## config.mk

```make
export PLATFORM = sky130hd
export DESIGN_NAME = hptdc_parallel_readout_flat
export DESIGN_NICKNAME = d
export VERILOG_FILES = /design/src/rtl/hptdc_parallel_readout_pkg.sv /design/src/rtl/hptdc_parallel_readout_if.sv /design/src/rtl/hptdc_parallel_readout_word_fifo.sv /design/src/rtl/hptdc_parallel_readout.sv /design/src/flat_wrapper.sv
export SDC_FILE = /design/constraint.sdc
export NUM_CORES = 1
export LEC_CHECK = 0
export BUFFER_PORTS_ARGS = -buffer_cell sky130_fd_sc_hd__buf_2
export CAP_MARGIN = 20
export CORE_MARGIN = 3
export CORE_UTILIZATION = 25
export CTS_CLUSTER_SIZE = 28
export DETAILED_ROUTE_END_ITERATION = 8
export GPL_TIMING_DRIVEN = 0
export HOLD_SLACK_MARGIN = 0.02
export PLACE_DENSITY = 0.47
export RECOVER_POWER = 100
export SYNTH_ARGS = -nofsm -noshare
export SYNTH_HDL_FRONTEND = slang
export SYNTH_HIERARCHICAL = 1
export SYNTH_SLANG_ARGS = --single-unit
```

## constraint.sdc

```tcl
create_clock -name clk -period 14.2 [get_ports clk]
set_clock_uncertainty 0.15 [all_clocks]
set_input_delay 2.13 -clock clk [delete_from_list [all_inputs] [get_ports clk]]
set_output_delay 2.13 -clock clk [all_outputs]
set_load 0.05 [all_outputs]
```

## src/rtl/hptdc_parallel_readout_pkg.sv

```systemverilog
// Shared types, default widths and round-robin helpers for the multi-chip HPTDC reader.
package hptdc_readout_pkg;

  typedef enum logic [1:0] {IDLE, STROBE, GAP} state_t;

  localparam int DEF_DATA_W    = 32;
  localparam int DEF_N_CHIPS   = 4;
  localparam int DEF_BUF_DEPTH = 8;
  localparam int DEF_ID_W      = 4;
  localparam int MAX_CHIPS     = 16;

  // First requester at or after ptr (modulo n); -1 when nobody requests.
  function automatic int rr_pick(input logic [MAX_CHIPS-1:0] req, input int ptr, input int n);
    int idx;
    logic [MAX_CHIPS-1:0] sh;
    rr_pick = -1;
    for (int k = MAX_CHIPS-1; k >= 0; k--) begin
      idx = ptr + k;
      if (idx >= n) idx = idx - n;
      sh = req >> idx;
      if (k < n && sh[0]) rr_pick = idx;
    end
  endfunction

  function automatic int rr_next(input int sel, input int n);
    return (sel >= n-1) ? 0 : sel + 1;
  endfunction

endpackage

```

## src/rtl/hptdc_parallel_readout_if.sv

```systemverilog
// Downstream event-FIFO write port: word, valid and back-pressure.
interface hptdc_parallel_readout_if #(parameter int OUT_W = 32);
  logic [OUT_W-1:0] data_out;
  logic             data_ready;
  logic             full;

  modport master (output data_out, data_ready, input full);
  modport slave  (input data_out, data_ready, output full);
endinterface

```

## src/rtl/hptdc_parallel_readout_word_fifo.sv

```systemverilog
// Synchronous first-word-fall-through buffer; head word is visible whenever non-empty.
module hptdc_word_fifo #(
  parameter int WIDTH = 32,
  parameter int DEPTH = 8
) (
  input  logic                   clk,
  input  logic                   reset,
  input  logic                   push,
  input  logic [WIDTH-1:0]       din,
  input  logic                   pop,
  output logic [WIDTH-1:0]       dout,
  output logic [$clog2(DEPTH):0] level,
  output logic                   empty,
  output logic                   full
);
  localparam int AW = $clog2(DEPTH);

  logic [WIDTH-1:0] mem [DEPTH];
  logic [AW-1:0]    wr_ptr, rd_ptr;
  logic             do_push, do_pop;

  assign empty   = (level == '0);
  assign full    = (level == (AW+1)'(DEPTH));
  assign do_pop  = pop & ~empty;
  assign do_push = push & (~full | do_pop);
  assign dout    = empty ? '0 : mem[rd_ptr];

  always_ff @(posedge clk)
    if (do_push) mem[wr_ptr] <= din;

  always_ff @(posedge clk) begin
    if (reset) begin
      wr_ptr <= '0;
      rd_ptr <= '0;
      level  <= '0;
    end else begin
      if (do_push) wr_ptr <= wr_ptr + 1'b1;
      if (do_pop)  rd_ptr <= rd_ptr + 1'b1;
      level <= level + (AW+1)'(do_push) - (AW+1)'(do_pop);
    end
  end
endmodule

```

## src/rtl/hptdc_parallel_readout.sv

```systemverilog
// Round-robin reader for N_CHIPS HPTDC parallel ports feeding a downstream event FIFO.
// Optional TAG_CHIP_ID_EN prepends the chip index to every buffered word.
module hptdc_parallel_readout
  import hptdc_readout_pkg::*;
#(
  parameter int DATA_W    = DEF_DATA_W,
  parameter int N_CHIPS   = DEF_N_CHIPS,
  parameter int BUF_DEPTH = DEF_BUF_DEPTH,
  parameter int ID_W      = DEF_ID_W
) (
  input  logic                         clk,
  input  logic                         reset,
  input  logic [N_CHIPS*DATA_W-1:0]    hptdc_data,
  input  logic [N_CHIPS-1:0]           hptdc_data_ready,
  output logic [N_CHIPS-1:0]           hptdc_get_data,
  input  logic [N_CHIPS-1:0]           hptdc_error,
  output logic [N_CHIPS-1:0]           error_flags,
  output logic [$clog2(BUF_DEPTH):0]   buf_level,
  hptdc_parallel_readout_if.master     dn
);
`ifdef TAG_CHIP_ID_EN
  localparam int OUT_W = DATA_W + ID_W;
`else
  localparam int OUT_W = DATA_W;
`endif

  state_t               state;
  logic [ID_W-1:0]      ptr, sel;
  logic                 cap_vld;
  logic [OUT_W-1:0]     cap_word;
  logic [MAX_CHIPS-1:0] req;
  logic                 sel_rdy;
  logic [DATA_W-1:0]    sel_word;
  logic                 pop, slot_free, fifo_empty, fifo_full;
  int                   pick;

  assign req = MAX_CHIPS'(hptdc_data_ready);
  assign pop = dn.data_ready & ~dn.full;
  // A pop in the deciding cycle frees a slot before the new word lands.
  assign slot_free = ~fifo_full | pop;

  always_comb pick = rr_pick(req, int'(ptr), N_CHIPS);

  always_comb begin
    sel_rdy  = 1'b0;
    sel_word = '0;
    for (int i = 0; i < N_CHIPS; i++)
      if (sel == ID_W'(i)) begin
        sel_rdy  = hptdc_data_ready[i];
        sel_word = hptdc_data[i*DATA_W +: DATA_W];
      end
  end

  always_ff @(posedge clk) begin
    if (reset) begin
      state          <= IDLE;
      ptr            <= '0;
      sel            <= '0;
      hptdc_get_data <= '0;
      cap_vld        <= 1'b0;
      cap_word       <= '0;
      error_flags    <= '0;
    end else begin
      error_flags <= error_flags | hptdc_error;
      cap_vld     <= 1'b0;
      case (state)
        IDLE:
          if (pick >= 0 && slot_free) begin
            sel            <= ID_W'(pick);
            hptdc_get_data <= N_CHIPS'(1) << pick;
            state          <= STROBE;
          end
        STROBE: begin
          hptdc_get_data <= '0;
          // A chip that withdrew ready during the strobe yields no word.
          cap_vld <= sel_rdy;
`ifdef TAG_CHIP_ID_EN
          cap_word <= {sel, sel_word};
`else
          cap_word <= sel_word;
`endif
          ptr   <= ID_W'(rr_next(int'(sel), N_CHIPS));
          state <= GAP;
        end
        GAP:     state <= IDLE;
        default: state <= IDLE;
      endcase
    end
  end

  hptdc_word_fifo #(.WIDTH(OUT_W), .DEPTH(BUF_DEPTH)) u_buf (
    .clk   (clk),
    .reset (reset),
    .push  (cap_vld),
    .din   (cap_word),
    .pop   (pop),
    .dout  (dn.data_out),
    .level (buf_level),
    .empty (fifo_empty),
    .full  (fifo_full)
  );

  assign dn.data_ready = ~fifo_empty;
endmodule

```

## src/flat_wrapper.sv

```systemverilog
// flat-port wrapper written by rule: the top's interface ports become plain ports
module hptdc_parallel_readout_flat import hptdc_readout_pkg::*;
#(
  parameter int DATA_W    = DEF_DATA_W,
  parameter int N_CHIPS   = DEF_N_CHIPS,
  parameter int BUF_DEPTH = DEF_BUF_DEPTH,
  parameter int ID_W      = DEF_ID_W
)
  (clk, reset, hptdc_data, hptdc_data_ready, hptdc_get_data, hptdc_error, error_flags, buf_level, dn_data_out, dn_data_ready, dn_full);
  hptdc_parallel_readout_if #(.OUT_W((DATA_W))) dn_i ();
  input  logic clk;
  input  logic reset;
  input  logic [N_CHIPS*DATA_W-1:0] hptdc_data;
  input  logic [N_CHIPS-1:0] hptdc_data_ready;
  output logic [N_CHIPS-1:0] hptdc_get_data;
  input  logic [N_CHIPS-1:0] hptdc_error;
  output logic [N_CHIPS-1:0] error_flags;
  output logic [$clog2(BUF_DEPTH):0] buf_level;
  output wire logic [$bits(dn_i.data_out)-1:0] dn_data_out;
  output wire logic [$bits(dn_i.data_ready)-1:0] dn_data_ready;
  input wire logic [$bits(dn_i.full)-1:0] dn_full;
  assign dn_data_out = dn_i.data_out;
  assign dn_data_ready = dn_i.data_ready;
  assign dn_i.full = dn_full;
  hptdc_parallel_readout #(.DATA_W(DATA_W), .N_CHIPS(N_CHIPS), .BUF_DEPTH(BUF_DEPTH), .ID_W(ID_W)) u_core (.clk(clk), .reset(reset), .hptdc_data(hptdc_data), .hptdc_data_ready(hptdc_data_ready), .hptdc_get_data(hptdc_get_data), .hptdc_error(hptdc_error), .error_flags(error_flags), .buf_level(buf_level), .dn(dn_i));
endmodule
```

# [Word-level counts from Yosys, hierarchy flattened]
# Memory sizes are Yosys's and may differ from the RTL's. A register that Yosys moved wholly into a read port is not among the register bits.
# Cells that the tools add are included.
[totals] mem_bits_rw=256 inputBits=139 output_inout_bits=45 ff_bits=61 n_memories=1 elab_cells=84
[op_classes] n_shift=5 n_eq_ne=6 order_cmp=6 addsub=12 n_reduce_logical=8 muxes=26 bitwise=10
[memory_table] name="u_core.u_buf.mem" words=8 width=32 rd=1 rd_ports_with_merged_regs=1 write_ports=1 line="hptdc_parallel_readout_word_fifo.sv:18" rtl="logic [WIDTH-1:0] mem [DEPTH];"
[ops] op="2-to-1 mux 32 bit" n=13
[ops] op="right shift 4 x 32 -> 1 bit" n=4
[ops] op=">= comparator 32 x 4 -> 1 bit, second input constant" n=3
[ops] op="subtractor 32 x 4 -> 32 bit, second input constant" n=3
[ops] op=">= comparator 32 x 1 -> 1 bit, second input constant" n=1
[ops] op="<< shifter 1 x 32 -> 4 bit, first input constant" n=1
[ops] op="adder 4 x 2 -> 5 bit, second input constant" n=2
[ops] op="== test 4 x 2 -> 1 bit, second input constant" n=2
[ops] op="logical NOT 4 bit" n=2
[ops] op="2-to-1 mux 4 bit" n=2
[ops] op="one-hot mux 4 bit (2 select lines)" n=1
[ops] op="adder 3 x 1 -> 3 bit, second input constant" n=2
[ops] op="2-to-1 mux 1 bit" n=6
[ops] op="2-to-1 mux 3 bit" n=2
[ops] op="adder 4 x 1 -> 5 bit, second input constant" n=1
[ops] op="subtractor 4 x 3 -> 5 bit, second input constant" n=1
[ops] op="adder 4 x 1 -> 4 bit" n=1
[ops] op="adder 4 x 1 -> 4 bit, second input constant" n=1
[ops] op="== test 4 x 1 -> 1 bit, second input constant" n=1
[ops] op="== test 4 bit, second input constant" n=1
[ops] op=">= comparator 4 x 2 -> 1 bit, second input constant" n=1
[ops] op=">= comparator 4 x 3 -> 1 bit, second input constant" n=1
[ops] op="NOT 1 bit" n=4
[ops] op="OR 4 bit" n=1
[ops] op="other kinds (12)" n=16

# [Longest topological paths before layout]
[depth] ltp_word=12 ltp_mapped=14 depth_no_buf=14

# [Hierarchy]
# The synthesis kept the hierarchy.
[modules_own_cells] mod="hptdc_word_fifo" cells_each=458 area_each_um2=10271.1 n_inst=1 seq_area_each_um2=7947.6
[modules_own_cells] mod="hptdc_parallel_readout" cells_each=429 area_each_um2=3353.2 n_inst=1 seq_area_each_um2=1021.0

# [Worst setup path after synthesis]
# Ideal clock, no wire load.
[synth_timing] path_type="input to register" startpoint="in dn_full" endpoint="mem u_core.u_buf.mem[0][0] (enable)" cell_stages=4 setup_time_ns=0.501 arrival_ns=5.715 t_required_ns=13.549 n_path_buf=0 path_slack_ns=7.833 cell_sequence="nor2_1 > and2b_2 > o21ai_0 > nor4_1"
[synth_via] elab_chain_len=7
[synth_lines] item="start: declaration" line="flat_wrapper.sv:21" rtl="input wire logic [$bits(dn_i.full)-1:0] dn_full;"
[synth_lines] item="NOT 1 bit" line="hptdc_parallel_readout.sv:38" rtl="assign pop = dn.data_ready & ~dn.full;"
[synth_lines] item="bitwise AND 1 bit" line="hptdc_parallel_readout.sv:38"
[synth_lines] item="bitwise AND 1 bit" line="hptdc_parallel_readout_word_fifo.sv:24" rtl="assign do_pop = pop & ~empty;"
[synth_lines] item="OR 1 bit" line="hptdc_parallel_readout_word_fifo.sv:25" rtl="assign do_push = push & (~full | do_pop);"
[synth_lines] item="bitwise AND 1 bit" line="hptdc_parallel_readout_word_fifo.sv:25"
[synth_lines] item="2-to-1 mux 1 bit" line="hptdc_parallel_readout_word_fifo.sv:29" rtl="if (do_push) mem[wr_ptr] <= din;"
[synth_lines] item="2-to-1 mux 1 bit (not written as such)" line="hptdc_parallel_readout_word_fifo.sv:29"
[synth_lines] item="end: declaration" line="hptdc_parallel_readout_word_fifo.sv:18"
# No other way between the ends.

# [Worst setup path after layout]
[layout_timing] startpoint="reg u_core.u_buf.level[2]" endpoint="out dn_data_out[2]"
[layout_via] elab_chain_len=2
[layout_lines] item="start: declaration" line="hptdc_parallel_readout_word_fifo.sv:12" rtl="output logic [$clog2(DEPTH):0] level,"
[layout_lines] item="start signal: assignment" line="hptdc_parallel_readout_word_fifo.sv:39" rtl="level <= level + (AW+1)'(do_push) - (AW+1)'(do_pop);"
[layout_lines] item="logical NOT 4 bit" line="hptdc_parallel_readout_word_fifo.sv:22" rtl="assign empty = (level == '0);"
[layout_lines] item="named net u_core.fifo_empty" line="hptdc_parallel_readout.sv:34" rtl="logic pop, slot_free, fifo_empty, fifo_full;"
[layout_lines] item="2-to-1 mux 32 bit" line="hptdc_parallel_readout_word_fifo.sv:26" rtl="assign dout = empty ? '0 : mem[rd_ptr];"
[layout_lines] item="end: declaration" line="flat_wrapper.sv:19" rtl="output wire logic [$bits(dn_i.data_out)-1:0] dn_data_out;"
# The timed path passes the listed nets, and every way through them passes these cells.

==> results.md <==
- Status: finished, violations left
- Failing checks: capacitance limit, slew limit
- Ys Warns: 6
- Root Driver: clkbuf_16
- CP Class: reg2out
- Synth unique cells: 63
- Top-count cell post-synth: edfxtp_1
- CTS tree: done
- Sw frac: 38.8%
- Number of post-CTS setup repair buffers: 0
- Area of the multi-input gates: roughly 4300 sq um
- EDFF count, synth: 256
- Layout Nets: 1303
- Drt pass-1 iters: 5
- Final Hold Fails: 0
- Synth Register Bits: 320
- Mean Syn Cell Area: approximately 15 sq um
- Clock share of power: a little over a quarter
- Vert. Die Dim: 239 um
- Iter 0 DRT Violations: 638
- Register-to-Register Path Depth: 9
- Syn-to-layout area delta: 21.1%
- Total track usage: 14.1%
- Antenna diode count: 0
- Final wirelength: 40900 um
- Combinational share of power: a little over a third
- Total power: 3.30 mW
- CP Data Required Time: 11.92 ns
- Initial antenna violation count: 1
- Register clock-pin slew on the reported worst setup and hold paths: 0.06 ns
- Flop pwr share: 38.5%
- Cell internal pwr: 2.02 mW
- Post-CTS sizing: 0
- Cells after synthesis: 887
- DR vias: 8783
- Die area: 57300 sq um
- Setup TNS: 0 ns
- Clock latency on the worst-skew pair: ~0.53 ns
- Placer congestion estimate: roughly 0.74
- Startpoint Class: register
- ANT nets after route: 0
- Row cnt: 84
- IO Pins: 184
- Global route overflow: 0
- Max FO, Critical Path: 10
- Largest cells by area after synthesis: edfxtp_1, mux4_2, dfxtp_1, nor2_1, ha_1
- Pin count of the biggest net entering global routing: 24
- Slowest cell on crit path: clkbuf_1
- Sw power: between 1 and 1.5 mW
- First-pass GRT wire length: 59400 um
- Slew Viols, Final: 89
- Worst-margin pin slew: 1.87 ns
- Layout cells sized above 1: 23.7%
- Static Leak: 5.57 nW
- CP max stage delay: 0.67 ns
- Number of global-route vias before repair: 9050
- Final min period: 5.76 ns
- Remaining DRCs: 0
- Critical path arrival: 3.48 ns
- Setup violations, final: 0
- Post-cts hold buffer count: 0
- RSZ-0062 raised after global routing: false
- Fmax: about 0.17 GHz
- Fillers: between 5000 and 6000
- CP Capture Type: output port
- Main synth FF type: edfxtp_1
- Relative slew slack: -26.4%
- Core Region: 53300 sq um
- Worst min-delay path class: reg2reg
- Min Hold Slack: between 0.3 and 0.4 ns
- Total power divided by cell area: 200 nW/um^2
- Clock Sinks: 320
- IO buf count: 183
- Starting Density: 25.6%
- Synthesized area: 13600 sq um
- Mapped Nets: 1056
- FFs w/ async S/R, synth: 0%
- Max Root-Sink Buffers: 3
- Post-synth top area share: between 50% and 60%
- DPL Wire Length: 29200 um
- Period utilisation layout: 40.6%
- Synth top cells by count: edfxtp_1, nor2_1, mux4_2
- Die Wd: 239 um
- Max-cap viol count: 5
- Post-synthesis sequential area ratio: about two thirds
- CTS Buf Count: 36
- Min-Delay Path Depth: 2
- CTS H-Tree Depth: 2
- Via-to-Cell Ratio: about 4.8
- Synth area leader: edfxtp_1
- Peak VDD IR: 0.0755 mV
- Sequential cell area: 8970 sq um
- Wirelength per Cell: between 20 and 25 um
- CP Cell Sequence: inv_1, ha_1, or3b_4, inv_1, nor2_1, clkbuf_1, a22o_1, clkbuf_1
-- logic make-up after synthesis --
| group | count (synthesis) | synth area share (%) |
|---|---|---|
| compound gates | 180 | 10.1 |
| xor+xnor | 5 | 0.377 |
| fa+ha+maj | 30 | 2.81 |
| buf+inv | 82 | 2.74 |
| flops | 320 | 65.8 |
| mux | 74 | 11.6 |
| simple gates | 196 | 6.53 |
-- layout by cell type, fill, tap and decap left out, drive strengths merged, types with 3 or more instances in the layout --
cell	count
xor2	3
dfxtp	64
clkinv	8
o21ai	39
edfxtp	256
a211oi	3
nand2b	8
nand3	7
ha	29
nor2	98
a22o	32
nand2	45
buf	158
and2	7
mux4	66
clkbuf	162
mux2	5
inv	25
a211o	3
o21a	3
o311ai	33
nor2b	5
a21oi	12
a221oi	33
nor3	11
mux2i	3
-- through the flow --
stage / worst slack (ns) / utilization [%] / cell area [sq um] / std cells
after floorplan: 7.83 / - / 13600 / 887
after global placement: 3.60 / 28.9 / 15400 / 1758
after detailed placement: 9.22 / 29.6 / 15700 / 1784
after CTS: 8.64 / 31.6 / 16800 / 1849
after global routing: 8.24 / 31.0 / 16500 / 1849
final: 8.44 / 31.0 / 16500 / 1849
-- flip-flops by register name, indices dropped and copies added (netlist names), named ones only --
name	cells
u_core/u_buf/mem	256
u_core/cap_word	32
u_core/error_flags	4
u_core/hptdc_get_data	4
u_core/ptr	4
u_core/sel	4
u_core/u_buf/level	4
u_core/u_buf/rd_ptr	3
u_core/u_buf/wr_ptr	3
u_core/state	2
u_core/cap_vld	1
-- path summary, 6_finish.rpt --
check | end | slack, ns | start
worst min-delay path | u_core/error_flags[3]$_SDFF_PP0_ | 0.32 | u_core/error_flags[3]$_SDFF_PP0_
worst max-delay path | dn_data_out[2] | 8.44 | u_core/u_buf/level[2]$_SDFF_PP0_
worst max register to register | u_core/u_buf/mem[3][5]$_DFFE_PP_ | 9.42 | u_core/u_buf/level[2]$_SDFF_PP0_
worst min register to register | u_core/error_flags[3]$_SDFF_PP0_ | 0.32 | u_core/error_flags[3]$_SDFF_PP0_
-- critical path, delay by kind of cell, from the launching register on --
family | cells | cell delay (ns)
buffers and inverters | 4 | 1.36
AOI/OAI and AO/OA | 1 | 0.35
DFF | 1 | 0.32
and+or+nand+nor | 2 | 0.71
adders and majority gates | 1 | 0.21
-- power groups by stage --
stage,clock network (mW),registers (mW),logic (mW)
detailed placement,0,1.29,1.22
global route,0.923,1.29,1.27
finish,0.858,1.27,1.17
global placement,0,1.29,1.20
CTS,0.883,1.27,1.22
floorplan,0,1.28,0.798
-- routing by layer --
layer	up-vias	GRT usage [%]	part of all wire [%]
li1	4018	-	-
met1	4487	18.1	43
met2	217	24.4	49
met3	61	2.36	4.6
met4	0	4.51	2.8
met5	-	0	0
-- layout make-up --
type / count / share of cell area, %
Timing Repair Buffer: 209 / 5.79
Sequential cell: 320 / 54.4
Multi-Input combinational cell: 485 / 25.9
Clock inverter: 12 / 0.607
Tap cell: 688 / 5.22
Inverter: 24 / 0.546
Clock buffer: 53 / 5.91
Buffer: 58 / 1.67
Note: power is estimated with default switching activity, not from simulation.
